File: src/rtl/approx_pkg.sv
// Shared definitions for the sequential approximation ALU: mode codes, FSM
// states and the saturation range check used on every result.
package approx_pkg;

  localparam logic [2:0] ALU_ADD_ONE  = 3'd0;
  localparam logic [2:0] ALU_SUB_ONE  = 3'd1;
  localparam logic [2:0] ALU_ADD_SUB  = 3'd2;
  localparam logic [2:0] ALU_MULTIPLY = 3'd3;
  localparam logic [2:0] ALU_IDLE     = 3'd4;

  typedef enum logic [1:0] {
    IDLE = 2'd0,
    MUL  = 2'd1,
    FIN  = 2'd2
  } state_t;

  localparam int SAT_W = 128;

  localparam logic [1:0] SAT_OK = 2'b00;
  localparam logic [1:0] SAT_HI = 2'b01;
  localparam logic [1:0] SAT_LO = 2'b10;

  // Classifies a wide signed value against the signed range of a w-bit word.
  function automatic logic [1:0] sat_dir(input logic signed [SAT_W-1:0] v, input int w);
    logic signed [SAT_W-1:0] hi;
    logic signed [SAT_W-1:0] lo;
    hi = (128'sd1 <<< (w - 1)) - 128'sd1;
    lo = ~hi;
    if (v > hi) begin
      return SAT_HI;
    end else if (v < lo) begin
      return SAT_LO;
    end else begin
      return SAT_OK;
    end
  endfunction

endpackage

File: src/rtl/approx_alu_seq_mul_u.sv
// Unsigned WIDTH x WIDTH shift-add multiplier, one partial product per step,
// multiplier consumed LSB first.
module seq_mul_u
  import approx_pkg::*;
#(
  parameter int WIDTH = 16
) (
  input  logic               clk,
  input  logic               rst,
  input  logic               load,
  input  logic               step,
  input  logic [WIDTH-1:0]   a,
  input  logic [WIDTH-1:0]   b,
  output logic [2*WIDTH-1:0] prod,
  output logic               count_done
);

  localparam int CW = $clog2(WIDTH + 1);

  logic [2*WIDTH-1:0] mcand;
  logic [WIDTH-1:0]   mplier;
  logic [CW-1:0]      cnt;

  // High in the cycle whose step is the final iteration, so the caller can
  // leave its iteration state on that same edge.
  assign count_done = (cnt == CW'(WIDTH - 1));

  always_ff @(posedge clk or posedge rst) begin
    if (rst) begin
      mcand  <= '0;
      mplier <= '0;
      prod   <= '0;
      cnt    <= '0;
    end else if (load) begin
      mcand  <= {{WIDTH{1'b0}}, a};
      mplier <= b;
      prod   <= '0;
      cnt    <= '0;
    end else if (step) begin
      if (mplier[0]) begin
        prod <= prod + mcand;
      end
      mcand  <= mcand << 1;
      mplier <= mplier >> 1;
      cnt    <= cnt + CW'(1);
    end
  end

endmodule

File: src/rtl/approx_alu_seq.sv
// Sequential approximation ALU: single-cycle add/sub ops, WIDTH-cycle signed
// multiply, full-precision and saturated Q-format results with handshake.
module approx_alu_seq
  import approx_pkg::*;
#(
  parameter int WIDTH = 16,
  parameter int FRAC  = 12
) (
  input  logic                      clk,
  input  logic                      rst,
  input  logic                      start_i,
  input  logic [2:0]                mode_i,
  input  logic                      sigma_n_i,
  input  logic [WIDTH-1:0]          op_a_i,
  input  logic [WIDTH-1:0]          op_b_i,
  output logic                      busy_o,
  output logic                      done_o,
  output logic signed [2*WIDTH-1:0] res_o,
  output logic signed [WIDTH-1:0]   res_q_o,
  output logic                      ovf_o
);

  localparam int W2 = 2 * WIDTH;
  localparam logic signed [WIDTH-1:0] Q_MAX = {1'b0, {(WIDTH-1){1'b1}}};
  localparam logic signed [WIDTH-1:0] Q_MIN = {1'b1, {(WIDTH-1){1'b0}}};

  state_t state;
  logic   sign_r;

  logic signed [W2-1:0] a_ext, b_ext, one_q, alu_sum, mul_signed, mul_shift;
  logic [WIDTH-1:0]     abs_a, abs_b;
  logic [W2-1:0]        mul_prod;
  logic                 mul_load, mul_step, mul_last;
  logic [1:0]           dir_alu, dir_mul;
  logic signed [WIDTH-1:0] q_alu, q_mul;

  always_comb begin
    a_ext = {{WIDTH{op_a_i[WIDTH-1]}}, op_a_i};
    b_ext = {{WIDTH{op_b_i[WIDTH-1]}}, op_b_i};
    one_q = {{(W2-1){1'b0}}, 1'b1} << FRAC;
    case (mode_i)
      ALU_ADD_ONE: alu_sum = a_ext + one_q;
      ALU_SUB_ONE: alu_sum = a_ext - one_q;
      ALU_ADD_SUB: alu_sum = sigma_n_i ? (a_ext - b_ext) : (a_ext + b_ext);
      default:     alu_sum = {W2{1'b0}};
    endcase

    // Two's-complement negation of the most negative value yields 2^(WIDTH-1) as unsigned.
    abs_a = op_a_i[WIDTH-1] ? -op_a_i : op_a_i;
    abs_b = op_b_i[WIDTH-1] ? -op_b_i : op_b_i;

    mul_signed = sign_r ? -mul_prod : mul_prod;
    mul_shift  = mul_signed >>> FRAC;

    dir_alu = sat_dir(SAT_W'(alu_sum), WIDTH);
    dir_mul = sat_dir(SAT_W'(mul_shift), WIDTH);

    if (dir_alu == SAT_HI) begin
      q_alu = Q_MAX;
    end else if (dir_alu == SAT_LO) begin
      q_alu = Q_MIN;
    end else begin
      q_alu = alu_sum[WIDTH-1:0];
    end

    if (dir_mul == SAT_HI) begin
      q_mul = Q_MAX;
    end else if (dir_mul == SAT_LO) begin
      q_mul = Q_MIN;
    end else begin
      q_mul = mul_shift[WIDTH-1:0];
    end
  end

  assign mul_load = start_i && (state == IDLE) && (mode_i == ALU_MULTIPLY);
  assign mul_step = (state == MUL);

  seq_mul_u #(.WIDTH(WIDTH)) u_mul (
    .clk        (clk),
    .rst        (rst),
    .load       (mul_load),
    .step       (mul_step),
    .a          (abs_a),
    .b          (abs_b),
    .prod       (mul_prod),
    .count_done (mul_last)
  );

  always_ff @(posedge clk or posedge rst) begin
    if (rst) begin
      state   <= IDLE;
      sign_r  <= 1'b0;
      busy_o  <= 1'b0;
      done_o  <= 1'b0;
      res_o   <= '0;
      res_q_o <= '0;
      ovf_o   <= 1'b0;
    end else begin
      done_o <= 1'b0;
      case (state)
        IDLE: begin
          if (start_i) begin
            if (mode_i == ALU_MULTIPLY) begin
              sign_r <= op_a_i[WIDTH-1] ^ op_b_i[WIDTH-1];
              busy_o <= 1'b1;
              state  <= MUL;
            end else begin
              res_o   <= alu_sum;
              res_q_o <= q_alu;
              ovf_o   <= (dir_alu != SAT_OK);
              done_o  <= 1'b1;
            end
          end
        end
        MUL: begin
          if (mul_last) begin
            state <= FIN;
          end
        end
        FIN: begin
          res_o   <= mul_signed;
          res_q_o <= q_mul;
          ovf_o   <= (dir_mul != SAT_OK);
          busy_o  <= 1'b0;
          done_o  <= 1'b1;
          state   <= IDLE;
        end
        default: begin
          busy_o <= 1'b0;
          state  <= IDLE;
        end
      endcase
    end
  end

endmodule
File: config.mk
export PLATFORM = sky130hd
export DESIGN_NAME = approx_alu_seq
export DESIGN_NICKNAME = d
export VERILOG_FILES = /design/src/rtl/approx_pkg.sv /design/src/rtl/approx_alu_seq_mul_u.sv /design/src/rtl/approx_alu_seq.sv
export SDC_FILE = /design/constraint.sdc
export NUM_CORES = 1
export LEC_CHECK = 0
export ABC_AREA = 1
export BUFFER_PORTS_ARGS = -buffer_cell sky130_fd_sc_hd__buf_2
export CAP_MARGIN = 15
export CELL_PAD_IN_SITES_DETAIL_PLACEMENT = 1
export CELL_PAD_IN_SITES_GLOBAL_PLACEMENT = 1
export CORE_UTILIZATION = 47
export CTS_CLUSTER_DIAMETER = 50
export DETAILED_ROUTE_END_ITERATION = 8
export GPL_TIMING_DRIVEN = 0
export PLACE_DENSITY = 0.86
export REMOVE_ABC_BUFFERS = 1
export SLEW_MARGIN = 20
export SYNTH_ARGS = -nofsm -noshare
export SYNTH_HDL_FRONTEND = slang
export SYNTH_HIERARCHICAL = 1
export SYNTH_SLANG_ARGS = --single-unit
File: constraint.sdc
create_clock -name clk -period 6.4 [get_ports clk]
set_input_delay 1.28 -clock clk [delete_from_list [all_inputs] [get_ports clk]]
set_output_delay 1.28 -clock clk [all_outputs]
set_load 0.005 [all_outputs]
## Word level (Yosys, flattened, before mapping)

Cells that the tools add are included.

| cells by class | value |
|---|---|
| eq/ne operators | 14 |
| bitwise gates (word level) | 2 |
| $add $sub $neg | 9 |
| order comparisons | 4 |
| muxes and demuxes | 41 |
| reduce and logical (&&, ||, !) cells | 14 |

Operator list:

| cell | number |
|---|---|
| 32-bit 2-to-1 mux | 9 |
| 16-bit 2-to-1 mux | 10 |
| 32-bit case mux with 3 select lines | 1 |
| 32-bit case mux with 2 select lines | 1 |
| 32-bit adder | 1 |
| 32-bit by 16-bit > comparator with 1-bit output, second input constant | 1 |
| 32-bit by 16-bit < comparator with 1-bit output, second input constant | 1 |
| 16-bit negator | 2 |
| 32-bit negator | 1 |
| 16-bit case mux with 2 select lines | 1 |
| 20-bit by 16-bit > comparator with 1-bit output, second input constant | 1 |
| 20-bit by 16-bit < comparator with 1-bit output, second input constant | 1 |
| 16-bit by 14-bit adder with 17-bit output, second input constant | 1 |
| 16-bit by 16-bit adder with 17-bit output | 1 |
| 16-bit by 14-bit subtractor with 17-bit output, second input constant | 1 |
| 16-bit by 16-bit subtractor with 17-bit output | 1 |
| 2-bit 2-to-1 mux | 7 |
| 3-bit AND reduction | 4 |
| 5-bit 2-to-1 mux | 2 |
| 2-bit nonzero test | 5 |
| 2-bit by 1-bit equality test with 1-bit output, second input constant | 3 |
| 2-bit equality test, second input constant | 3 |
| 3-bit by 2-bit equality test with 1-bit output, second input constant | 2 |
| 1-bit 2-to-1 mux | 6 |
| other kinds (13) | 18 |

| storage, ports and cells | value |
|---|---|
| output and inout bits | 51 |
| bits of input ports | 39 |
| logic and storage cells | 95 |
| flip-flop bits (word level) | 139 |

## Logic depth before layout (Yosys ltp)

Gate-level depths: netlist of the first run.

| depth | value |
|---|---|
| depth in word-level cells | 12 |
| depth in mapped cells | 26 |

## Hierarchy

Netlist of the first run, hierarchy kept.

Modules (own cells, without submodules):

| module | seq. area each (µm²) | cells an instance | times used | area each (µm²) |
|---|---|---|---|---|
| approx_alu_seq | 1351.3 | 968 | 1 | 5868.1 |
| seq_mul_u | 2127.0 | 849 | 1 | 5796.8 |

## Worst setup path before layout of the first run

No wires, ideal clock.

| path | value |
|---|---|
| kind | input -> register |
| start | input port op_b_i[2] |
| end | register res_q_o[4] |
| cell stages on the path | 25 |
| slack | 2.191 ns |
| library setup time | 0.117 ns |
| arrival time | 4.093 ns |
| cells stage by stage | nor3_2 -> nand2_1 -> or3_1 -> nor2_1 -> nand2_1 -> nor4_1 -> ha_1 -> nand2_1 -> nand2_1 -> ha_1 -> nand2_1 -> nor2_1 -> and2_1 -> nand2_1 -> nand2_1 -> inv_1 -> nand2_2 -> nand3_4 -> nand2_4 -> nand2_4 -> buf_8 -> nand3_2 -> nand2_1 -> nand2_1 -> nand2_1 |

| between the ends | value |
|---|---|
| word-level cells in the longest chain between the ends | 12 |

Ends and longest elaborated chain:

| item | line | RTL |
|---|---|---|
| from (decl) | approx_alu_seq.sv:15 | `input logic [WIDTH-1:0] op_b_i,` |
| 16-bit by 16-bit adder with 17-bit output or 16-bit by 16-bit subtractor with 17-bit output (tied branches) | approx_alu_seq.sv:44 | `ALU_ADD_SUB: alu_sum = sigma_n_i ? (a_ext - b_ext) : (a_ext + b_ext);` |
| 32-bit 2-to-1 mux * | approx_alu_seq.sv:44 |  |
| 32-bit case mux with 3 select lines * | approx_alu_seq.sv:41 | `case (mode_i)` |
| 32-bit by 16-bit < comparator with 1-bit output | approx_pkg.sv:31 | `end else if (v < lo) begin` |
| 2-bit 2-to-1 mux | approx_pkg.sv:31 |  |
| 2-bit 2-to-1 mux | approx_pkg.sv:29 | `if (v > hi) begin` |
| 2-bit equality test | approx_alu_seq.sv:60 | `end else if (dir_alu == SAT_LO) begin` |
| 16-bit 2-to-1 mux | approx_alu_seq.sv:60 |  |
| 16-bit 2-to-1 mux * | approx_alu_seq.sv:58 | `if (dir_alu == SAT_HI) begin` |
| 16-bit 2-to-1 mux * | approx_alu_seq.sv:103 | `if (mode_i == ALU_MULTIPLY) begin` |
| 16-bit 2-to-1 mux * | approx_alu_seq.sv:102 | `if (start_i) begin` |
| 16-bit case mux with 2 select lines * | approx_alu_seq.sv:100 | `case (state)` |
| to (signal assigned) | approx_alu_seq.sv:109 | `res_q_o <= q_alu;` |
| to (signal assigned) | approx_alu_seq.sv:122 | `res_q_o <= q_mul;` |
| to (decl) | approx_alu_seq.sv:19 | `output logic signed [WIDTH-1:0] res_q_o,` |

Every way passes the cells marked *; elsewhere a longest branch is shown, timed or not. The select of a mux whose other input is x is not followed.
A chain may end at the register's enable or synchronous reset.

## Final worst setup path of the first run

| path | value |
|---|---|
| start | input port op_b_i[2] |
| end | register res_o[22] |

| between the ends | value |
|---|---|
| word-level cells in the longest chain between the ends | 6 |

Ends and longest elaborated chain:

| item | line | RTL |
|---|---|---|
| 16-bit by 16-bit adder with 17-bit output or 16-bit by 16-bit subtractor with 17-bit output (tied branches) | approx_alu_seq.sv:44 |  |
| 32-bit 2-to-1 mux * | approx_alu_seq.sv:44 |  |
| 32-bit case mux with 3 select lines * | approx_alu_seq.sv:41 |  |
| 32-bit 2-to-1 mux * | approx_alu_seq.sv:103 |  |
| 32-bit 2-to-1 mux * | approx_alu_seq.sv:102 |  |
| 32-bit case mux with 2 select lines * | approx_alu_seq.sv:100 |  |
| to (signal assigned) | approx_alu_seq.sv:108 | `res_o <= alu_sum;` |
| to (signal assigned) | approx_alu_seq.sv:121 | `res_o <= mul_signed;` |
| to (decl) | approx_alu_seq.sv:18 | `output logic signed [2*WIDTH-1:0] res_o,` |

Marked as above.

==> results.yml, run 1 <==
outcome:
  status: "finished, final reports clean"
timing:
  post-route-min-period_ps: 4480
  max_slew_margin_pct: 26.4
  clock_skew_ps: 13.6
  worstMarginPinSlew_ps: 1100
  setup_viol_count_final: 0
  period_share_pct: 70.1
  drv_slew: 0
  max_freq_mhz: 223
  rsz0062_at_grt: "no"
  fin_ws_ps: 1920
  finalSetupTns_ps: 0
  finalHoldViolations: 0
placement:
  postPlaceCellArea_sq_um: 12400
  portBuffers: 89
  place_congestion: 0.918
  post-place-ws_ps: 1480
  hpwl_um: 30400
  dp_cells: 2185
die:
  die_h_um: 160
  core_area_sq_um: 24300
  die_w_um: 160
  die-area_sq_um: 25500
  rows: 57
  initial_utilization_pct: 48.0
  num_io_pins: 90
finish:
  drive_above_1_share_pct: 11.4
  final_cell_area_sq_um: 13000
  layout.nets: 1978
  areaGrowthSynthToFinish_pct: 11.2
  final_util_pct: 53.3
  antenna_cells: 0
  fin_cells: 2217
global_routing:
  grt.busiest_layer: "met2"
  globalRouteMet3Util_pct: 4.22
  grt_pass1_vias: 12800
  grt_use_total_pct: 32.4
  grt_overflow_total: 0
  grt_max_degree: 56
  antenna_found_initial: 0
  grt_pass1_wl_um: 65900
  met2_usage_pct: 58.1
  use_met1_pct: 39.1
synth:
  synthTopCellsByCount: "nand2_1 (631), inv_1 (268), dfrtp_1 (139), nor2_1 (139), o21ai_0 (106)"
  ys_seq_area_share_pct: 29.8
  synth-edff-count: 0
  yosysTopAreaCellShare_pct: 29.8
  avgSynthCellArea_sq_um: 6.42
  synthFlopType: "dfrtp_1"
  ys_ff_latch: 139
  ys_warn_count: 6
  synth.most_common_cell: "nand2_1"
  synth_area_sq_um: 11700
  synth_area_leaders: "dfrtp_1 (30%), nand2_1 (20%), inv_1 (8.6%)"
  synth_top_cell_by_area: "dfrtp_1"
  yosysUniqueCellTypes: 50
  async_flop_share_pct: 100
  syn_inst: 1817
power_and_ir_drop:
  combPwrFrac_pct: 46.1
  internal-power_mw: 2.42
  clkPwrFrac_pct: 22.8
  power_density_nw_per_um2: 356
  switchingPower_mw: 2.20
  pwr-share-seq_pct: 31.1
  switching_share_pct: 47.5
  ir_drop_mv: 0.171
  power_leakage_nw: 7.25
setup_path:
  cp-start-kind: "input pin"
  slowest_delay_ps: 360
  crit_path_max_fanout: 17
  slowest_stage: "or3_1"
  cp_num_buf_inv: 2
  crit_chain: "buf_2, nor3_2, nand2_1, or3_1, nor2_1, nand2_1, nor4_1, ha_1, nand2_1, nand2_1, ha_1, nand2_1, nor2_1, and2_1, nand2_1, nand2_1, inv_1, nand2_2, nand3_4, nand2_4, nand3_2, nand3b_1"
  critPathRequiredTime_ps: 6750
  critical_path_arrival_ps: 4840
  critical_path_class: "input pin to flip-flop"
  endpoint_kind: "flip-flop"
  path_delay_family: "simple AND/OR/NAND/NOR gates"
  crit_top_cell: "nand2_1"
flow_run:
  cap_viol_max_count: 0
routing:
  num_vias: 12400
  drc: 0
  avgRoutedWirePerCell_um: 18.3
  ant_nets: 0
  drt_iter0_markers: 901
  routed_via_density: 5.58
  wirelength_um: 40500
  first_pass_iters: 6
cts:
  cts_buffer_depth: 2
  cts_resized: 0
  htree_levels: 4
  cts-root-buf: "clkbuf_16"
  cts_tree: "built"
  cts_inserted_buffers: 17
  cts.sinks: 139
  post-cts-setup-buffers: 0
  path_clk_slew_ps: 70
  postCtsHoldBufs: 0
  clock_latency_ps: 440
worst_hold_path:
  hold_path.class: "flip-flop to flip-flop"
## power groups by stage
stage,logic [mW],registers (mW),clock network [mW]
floorplan,1.46,1.33,0
global placement,1.97,1.42,0
detailed placement,2.08,1.44,0
CTS,2.12,1.43,1.06
global route,2.39,1.46,1.09
finish,2.13,1.43,1.05
## flip-flops by register name, summed over array words and instances (netlist names)
signal and count:
u_mul/mplier 16, u_mul/prod 32, res_q_o 16, u_mul/cnt 5, sign_r 1, res_o 32
done_o 1, busy_o 1, state 2, ovf_o 1, u_mul/mcand 32
## routing by layer
metal	vias to the layer above	wire (um)	part of all wire [%]
met2	281	20500	51
met1	6093	17400	43
met5	-	0	0
met3	84	1240	3.1
met4	0	1370	3.4
li1	5907	-	-
## logic make-up (layout without fill, tap and decap cells)
family                   count (synthesis)  after routing  synth area share [%]
AND/OR/NAND/NOR                        984            984                  36.5
buffers and inverters                  328            404                  11.1
AO/OA/AOI/OAI                          271            271                  13.4
flip-flops                             139            139                  29.8
adder cells (fa/ha/maj)                 59             59                  6.52
XOR/XNOR                                36             36                  2.70
## final timing paths
kind,from,to,slack [ps],cells after the start
setup / recovery,op_b_i[2],res_o[22]$_DFFE_PP0P_,1920,22
hold / removal,u_mul/cnt[3]$_DFFE_PP0P_,u_mul/cnt[3]$_DFFE_PP0P_,460,1
setup reg to reg,state[1]$_DFFE_PP0P_,res_o[3]$_DFFE_PP0P_,3080,7
hold reg to reg,u_mul/cnt[3]$_DFFE_PP0P_,u_mul/cnt[3]$_DFFE_PP0P_,460,1
max in group asynchronous,rst,u_mul/prod[2]$_DFFE_PP0P_,4850,3
min in group asynchronous,rst,u_mul/mcand[29]$_DFFE_PP0P_,900,2
## worst reg2reg max path: stages, from the launching register on
cell	delay, ps
dfrtp_1	480
inv_2	110
nor2_4	70
buf_12	170
inv_2	550
nand2_2	560
inv_2	860
o21ai_0	320
## final cells by class
class / instances / area (sq um)
clock inverter: 15 / 179
multi-input combinational: 1350 / 6900
tap: 324 / 405
fill: 3345 / 11400
inverter: 280 / 1060
sequential: 139 / 3480
timing repair buffer: 92 / 520
clock buffer: 17 / 425
## through the flow
step,hold slack (ps),total power [mW]
3_5_place_dp,456,3.52
2_1_floorplan,437,2.80
6_report,464,4.62
3_3_place_gp,456,3.40
4_1_cts,464,4.60
5_1_grt,486,4.93
## cells in the final DEF, fill, tap and decap left out, types with 12 or more instances in the layout
master,instances
o22ai_1,22
dfrtp_1,139
o21ai_0,106
a22oi_1,14
buf_2,89
nand3_1,99
ha_1,56
nor3_1,15
nand3_2,19
inv_1,266
nand2_2,26
inv_2,12
nand2_1,631
clkbuf_16,17
xor2_1,28
a21oi_1,72
nor2_1,138
Power figures use the tool's default switching activity.
==> run 2: changes to the inputs <==
--- a/config.mk
+++ b/config.mk
@@ -5,7 +5,7 @@
 export SDC_FILE = /design/constraint.sdc
 export NUM_CORES = 1
 export LEC_CHECK = 0
-export ABC_AREA = 1
+export ABC_AREA = 0
 export BUFFER_PORTS_ARGS = -buffer_cell sky130_fd_sc_hd__buf_2
 export CAP_MARGIN = 15
 export CELL_PAD_IN_SITES_DETAIL_PLACEMENT = 1
@@ -14,7 +14,7 @@
 export CTS_CLUSTER_DIAMETER = 50
 export DETAILED_ROUTE_END_ITERATION = 8
 export GPL_TIMING_DRIVEN = 0
-export PLACE_DENSITY = 0.86
+export PLACE_DENSITY = 0.81
 export REMOVE_ABC_BUFFERS = 1
 export SLEW_MARGIN = 20
 export SYNTH_ARGS = -nofsm -noshare
==> constraint.sdc (replaced) <==
create_clock -name clk -period 4.6 [get_ports clk]
set_input_delay 0.92 -clock clk [delete_from_list [all_inputs] [get_ports clk]]
set_output_delay 0.92 -clock clk [all_outputs]
set_load 0.005 [all_outputs]
==> results.yml, run 2 <==
outcome:
  status: "finished, final reports clean"
routing:
  routed_via_density: 6.27
  ant_nets: 0
  drc: 0
  first_pass_iters: 5
  num_vias: 9881
  drt_iter0_markers: 715
  wirelength_um: 34900
  avgRoutedWirePerCell_um: 22.1
timing:
  finalHoldViolations: 0
  clock_skew_ps: 17.5
  period_share_pct: 99.2
  max_freq_mhz: 219
  worstMarginPinSlew_ps: 930
  drv_slew: 0
  fin_ws_ps: 35.3
  finalSetupTns_ps: 0
  max_slew_margin_pct: 37.7
  setup_viol_count_final: 0
  post-route-min-period_ps: 4560
power_and_ir_drop:
  switchingPower_mw: 3.34
  power_leakage_nw: 5.64
  switching_share_pct: 45.0
  clkPwrFrac_pct: 19.4
  pwr-share-seq_pct: 32.4
  ir_drop_mv: 0.232
  combPwrFrac_pct: 48.2
  internal-power_mw: 4.08
  power_density_nw_per_um2: 606
setup_path:
  endpoint_kind: "flip-flop"
  crit_chain: "buf_6, or3_4, or3_4, nor4b_4, nand2b_1, nor2_1, nor2_1, xnor2_1, ha_2, buf_4, nand2_1, o21ai_0, a21oi_1, a21bo_2, mux2i_1, o221a_4, o21ai_0, a31oi_1"
  critical_path_class: "input pin to flip-flop"
  slowest_delay_ps: 420
  critical_path_arrival_ps: 4910
  critPathRequiredTime_ps: 4950
  cp-start-kind: "input pin"
  crit_path_max_fanout: 8
  slowest_stage: "mux2i_1"
finish:
  multi_input_area_sq_um: 6950
  final_util_pct: 55.4
  areaGrowthSynthToFinish_pct: 14.4
  fillerInstances: 2558
  fin_cells: 1577
  layout.nets: 1382
  top_regs: "res_o: 32 flops, u_mul/mcand: 32 flops, u_mul/prod: 32 flops"
  final_common_cell: "nand2_1"
  antenna_cells: 0
  layout_common_cells: "nand2_1 (153), dfrtp_1 (138), nor2_1 (96), o21ai_0 (91), buf_2 (88)"
  ff_latch_area_sq_um: 3480
  drive_above_1_share_pct: 17.0
synth:
  syn_inst: 1227
  avgSynthCellArea_sq_um: 8.72
  ys_warn_count: 6
  yosysTopAreaCellShare_pct: 32.5
  synthFlopType: "dfrtp_1"
  yosysUniqueCellTypes: 91
  synth_area_leaders: "dfrtp_1 (33%), ha_1 (6.5%), nand2_1 (5.5%)"
  synth-edff-count: 0
  ys_ff_latch: 139
  synth.most_common_cell: "nand2_1"
  async_flop_share_pct: 100
  ys_seq_area_share_pct: 32.5
  synth_area_sq_um: 10700
  synth_top_cell_by_area: "dfrtp_1"
  synthTopCellsByCount: "nand2_1 (156), dfrtp_1 (139), nor2_1 (99)"
die:
  num_io_pins: 90
  rows: 54
  die_h_um: 153
  core_area_sq_um: 22100
  die-area_sq_um: 23400
  initial_utilization_pct: 48.4
  die_w_um: 153
placement:
  portBuffers: 89
  dp_cells: 1533
  place_congestion: 0.898
  post-place-ws_ps: -843
  hpwl_um: 24700
cts:
  cts_tree: "built"
  htree_levels: 4
  clock_latency_ps: 430
  cts_buffer_depth: 2
  cts_inserted_buffers: 17
  cts.sinks: 139
  postCtsHoldBufs: 0
  cts-root-buf: "clkbuf_16"
  path_clk_slew_ps: 70
global_routing:
  grt_use_total_pct: 30.0
  grt_max_degree: 56
  grt_overflow_total: 0
  antenna_found_initial: 0
  grt_pass1_wl_um: 55800
  grt_pass1_vias: 10100
worst_hold_path:
  hold_path.class: "input pin to async pin"
flow_run:
  cap_viol_max_count: 0
[run 2: cell types whose count changed after synthesis, moves of 18 or more]
cell | before | now
xnor2_1 | 8 | 61
nand2_2 | 26 | 0
mux2i_1 | 0 | 56
clkbuf_1 | 26 | 54
inv_1 | 268 | 30
o22ai_1 | 22 | 3
nand3_1 | 99 | 16
nand3_2 | 19 | 1
nor2_1 | 139 | 99
nand2b_1 | 0 | 18
nand2_1 | 631 | 156
[run 2: what timing repair did]
item / 4_1_cts / 5_1_grt
setup endpoints to repair: 33 / 33
resized for setup: 11 / 15
pin swaps: 1 / 8
setup buffers: 1 / 9
hold endpoints to repair: 0 / 0
cloned: 0 / 1
[run 2: per-stage QoR]
| stage | hold WS, ps | area (sq um) | power [mW] |
|---|---|---|---|
| global placement | 446 | 11200 | 5.69 |
| detailed placement | 479 | 11400 | 5.86 |
| floorplan | 463 | 10400 | 4.67 |
| CTS | 493 | 12100 | 7.37 |
| finish | 486 | 12200 | 7.42 |
| global route | 512 | 12200 | 7.90 |
[run 2: logic make-up (layout without fill, tap and decap cells)]
logic type,after synthesis,in the layout,share of synthesized area [%]
AOI/OAI and AO/OA,348,349,22.8
xor gates and xnor gates,104,104,8.51
adders and majority gates,59,59,7.11
buffers and inverters,103,172,4.28
DFF,139,139,32.5
muxes,57,57,5.38
and+or+nand+nor,417,417,19.4
[run 2: critical path, delay by kind of cell]
kind / cells / cell delay [ps]
and+or+nand+nor: 7 / 1560
AOI/OAI and AO/OA: 6 / 1230
muxes: 1 / 420
adders and majority gates: 1 / 370
buffers and inverters: 2 / 240
xor gates and xnor gates: 1 / 140
[run 2: final cells by class]
cell class | instances | area share, %
Inverter | 30 | 0.981
Clock inverter | 13 | 1.26
Tap cell | 280 | 2.86
Timing Repair Buffer | 110 | 6.08
Clock buffer | 19 | 3.62
Sequential cell | 139 | 28.4
Multi-Input combinational cell | 986 | 56.8
[run 2: power groups by stage]
stage | clock network, mW | registers [mW] | logic, mW
3_3_place_gp | 0 | 2.37 | 3.32
3_5_place_dp | 0 | 2.40 | 3.46
2_1_floorplan | 0 | 2.16 | 2.51
6_report | 1.44 | 2.40 | 3.58
4_1_cts | 1.46 | 2.39 | 3.53
5_1_grt | 1.50 | 2.46 | 3.94
[run 2: worst paths after layout]
check | cells past startpoint | from | to | slack, ps
worst max-delay path | 18 | op_b_i[2] | res_q_o[14]$_DFFE_PP0P_ | 40
worst min-delay path | 2 | rst | u_mul/mplier[13]$_DFFE_PP0P_ | 490
worst max register to register | 8 | u_mul/prod[4]$_DFFE_PP0P_ | res_q_o[1]$_DFFE_PP0P_ | 1320
worst min register to register | 1 | res_o[25]$_DFFE_PP0P_ | res_o[25]$_DFFE_PP0P_ | 490
max in group asynchronous | 2 | rst | sign_r$_DFFE_PP0P_ | 3470
min in group clk | 1 | res_o[25]$_DFFE_PP0P_ | res_o[25]$_DFFE_PP0P_ | 490
[run 2: per-layer routing]
metal,wire (um),GRT usage [%],up-vias
li1,-,-,4567
met1,15600,40.4,4959
met2,16800,49.6,302
met3,1720,4.28,53
met4,813,9.81,0
met5,0,0,-
==> run 3: changes to the inputs <==
--- a/config.mk
+++ b/config.mk
@@ -10,11 +10,11 @@
 export CAP_MARGIN = 15
 export CELL_PAD_IN_SITES_DETAIL_PLACEMENT = 1
 export CELL_PAD_IN_SITES_GLOBAL_PLACEMENT = 1
-export CORE_UTILIZATION = 47
+export CORE_UTILIZATION = 42
 export CTS_CLUSTER_DIAMETER = 50
 export DETAILED_ROUTE_END_ITERATION = 8
 export GPL_TIMING_DRIVEN = 0
-export PLACE_DENSITY = 0.81
+export PLACE_DENSITY = 0.76
 export REMOVE_ABC_BUFFERS = 1
 export SLEW_MARGIN = 20
 export SYNTH_ARGS = -nofsm -noshare
==> constraint.sdc (replaced) <==
create_clock -name clk -period 4.1 [get_ports clk]
set_input_delay 0.82 -clock clk [delete_from_list [all_inputs] [get_ports clk]]
set_output_delay 0.82 -clock clk [all_outputs]
set_load 0.005 [all_outputs]
==> results.yml, run 3 (synthesized netlist as in run 2, its figures left out) <==
timing:
  max_freq_mhz: 225
  post-route-min-period_ps: 4440
  period_share_pct: 108
  setup_viol_count_final: 33
  worstMarginPinSlew_ps: 1160
  fin_ws_ps: -344
  rsz0062_at_grt: "yes"
  clock_skew_ps: 13.6
  drv_slew: 0
  holdWs_ps: 416
  finalHoldViolations: 0
  max_slew_margin_pct: 22.3
cts:
  cts-root-buf: "clkbuf_16"
  cts_inserted_buffers: 17
  cts_tree: "built"
  cts_buffer_depth: 2
  htree_levels: 4
  postCtsHoldBufs: 0
  cts.sinks: 139
  clock_latency_ps: 440
  path_clk_slew_ps: 70
setup_path:
  slowest_stage: "or3_4"
  cp-start-kind: "input pin"
  crit_path_max_fanout: 8
  crit_chain: "buf_8, or3_4, or3_4, nor4b_4, nand2b_1, nor2_1, nor2_1, xnor2_1, ha_2, and4_1, and4_4, nand2_2, o211ai_1, xor2_2, buf_6, o221a_4, o21ai_0, a31oi_1"
  slowest_delay_ps: 410
  endpoint_kind: "flip-flop"
  path_delay_family: "simple AND/OR/NAND/NOR gates"
  critPathRequiredTime_ps: 4390
  cp_num_buf_inv: 2
  critical_path_class: "input pin to flip-flop"
  critical_path_arrival_ps: 4730
global_routing:
  grt_max_degree: 55
  grt_use_total_pct: 27.1
  antenna_found_initial: 0
  grt_overflow_total: 0
  grt_pass1_vias: 9945
  grt_pass1_wl_um: 55800
routing:
  wl_met1_um: 15900
  avgRoutedWirePerCell_um: 21.6
  first_pass_iters: 5
  drt_iter0_markers: 664
  num_vias: 9832
  wl_met3_um: 1670
  dr_wl_met2_um: 17000
  wirelength_um: 35400
  drc: 0
  ant_nets: 0
  routed_via_density: 6.02
  top_layer: "met4"
outcome:
  violations: "setup timing"
  status: "finished, violations left"
finish:
  antenna_cells: 0
  fillerInstances: 2964
  fin_cells: 1633
  layout.nets: 1388
  final_common_cell: "nand2_1"
  layout_common_cells: "nand2_1 (153), dfrtp_1 (138), nor2_1 (95), o21ai_0 (89), buf_2 (87)"
  top_regs: "res_o: 32 flops, u_mul/mcand: 32 flops, u_mul/prod: 32 flops"
  drive_above_1_share_pct: 18.1
  areaGrowthSynthToFinish_pct: 16.7
power_and_ir_drop:
  pwr-share-seq_pct: 32.3
  combPwrFrac_pct: 48.9
  clkPwrFrac_pct: 18.8
  internal-power_mw: 4.55
  power_density_nw_per_um2: 664
  switching_share_pct: 45.1
  switchingPower_mw: 3.74
  power_leakage_nw: 5.68
  ir_drop_mv: 0.409
worst_hold_path:
  hold_path.class: "input pin to async pin"
placement:
  place_congestion: 0.880
  portBuffers: 89
  dp_cells: 1584
  hpwl_um: 24700
die:
  core_area_sq_um: 25100
  die-area_sq_um: 26100
  initial_utilization_pct: 42.6
  die_h_um: 162
  die_w_um: 162
  rows: 58
  num_io_pins: 90
flow_run:
  cap_viol_max_count: 0
run 3: changes by cell type in the layout (fill, tap and decap cells not counted), moves of 2 or more:
cell / change
buf_16: +3
buf_6: +3
and2_4: +2
buf_12: -2
clkinv_4: -2
clkinvlp_4: +2
mux2i_1: -2
nand2_8: +2
o21ai_0: -2
run 3: final timing paths:
check | startpoint | endpoint | slack, ps | depth (start not counted)
setup / recovery | op_b_i[2] | res_q_o[14]$_DFFE_PP0P_ | -340 | 18
hold / removal | rst | u_mul/mplier[15]$_DFFE_PP0P_ | 420 | 2
setup reg to reg | u_mul/prod[6]$_DFFE_PP0P_ | res_q_o[1]$_DFFE_PP0P_ | 820 | 8
hold reg to reg | res_o[15]$_DFFE_PP0P_ | res_o[15]$_DFFE_PP0P_ | 470 | 2
max in group asynchronous | rst | sign_r$_DFFE_PP0P_ | 3020 | 2
min in group clk | res_o[15]$_DFFE_PP0P_ | res_o[15]$_DFFE_PP0P_ | 470 | 2
run 3: final cells by class:
cell class / count / area (sq um) / share of cell area (%)
multi-input cells: 989 / 7080 / 56.7
repair buffers: 113 / 816 / 6.53
well taps: 330 / 413 / 3.31
clock inverters: 12 / 128 / 1.02
clock buffers: 20 / 447 / 3.58
flip-flops and latches: 139 / 3480 / 27.9
inverters: 30 / 120 / 0.962
run 3: routing by layer:
layer	vias up	GRT usage (%)
met5	-	0
met4	0	7.72
met3	54	3.24
met2	265	45.0
met1	4936	37.0
li1	4577	-
run 3: power groups by stage:
stage | Clock [mW] | Sequential, mW | Combinational (mW)
floorplan | 0 | 2.43 | 2.82
global placement | 0 | 2.66 | 3.75
detailed placement | 0 | 2.69 | 3.89
CTS | 1.58 | 2.67 | 3.99
global route | 1.63 | 2.75 | 4.46
finish | 1.56 | 2.68 | 4.06
run 3: worst register-to-register path, stage by stage (launching register included):
cell and delay [ps]:
dfrtp_1 490, nor4_2 350, nand4_1 420, nor2_1 340, a31oi_1 130, xnor2_1 220
or3_1 670, a32oi_1 390, o211ai_1 130
run 3: repair_timing:
action,4_1_cts,5_1_grt
resized for setup,37,17
setup buffers,10,3
gates cloned,2,2
pin swaps,24,14
setup endpoints to repair,34,35
run 3: through the flow:
step                      utilization [%]  setup WS (ps)  total power, mW  area, sq um  TNS (ps)
after detailed placement             45.8          -1360             6.57        11500    -42650
final                                49.7           -344             8.30        12500     -5090
after CTS                            49.3           -225             8.24        12400     -5310
after global placement               44.7          -6800             6.41        11200   -455620
after floorplan                         -          -2560             5.24        10400   -132680
after global routing                 49.7           -458             8.83        12500     -9560
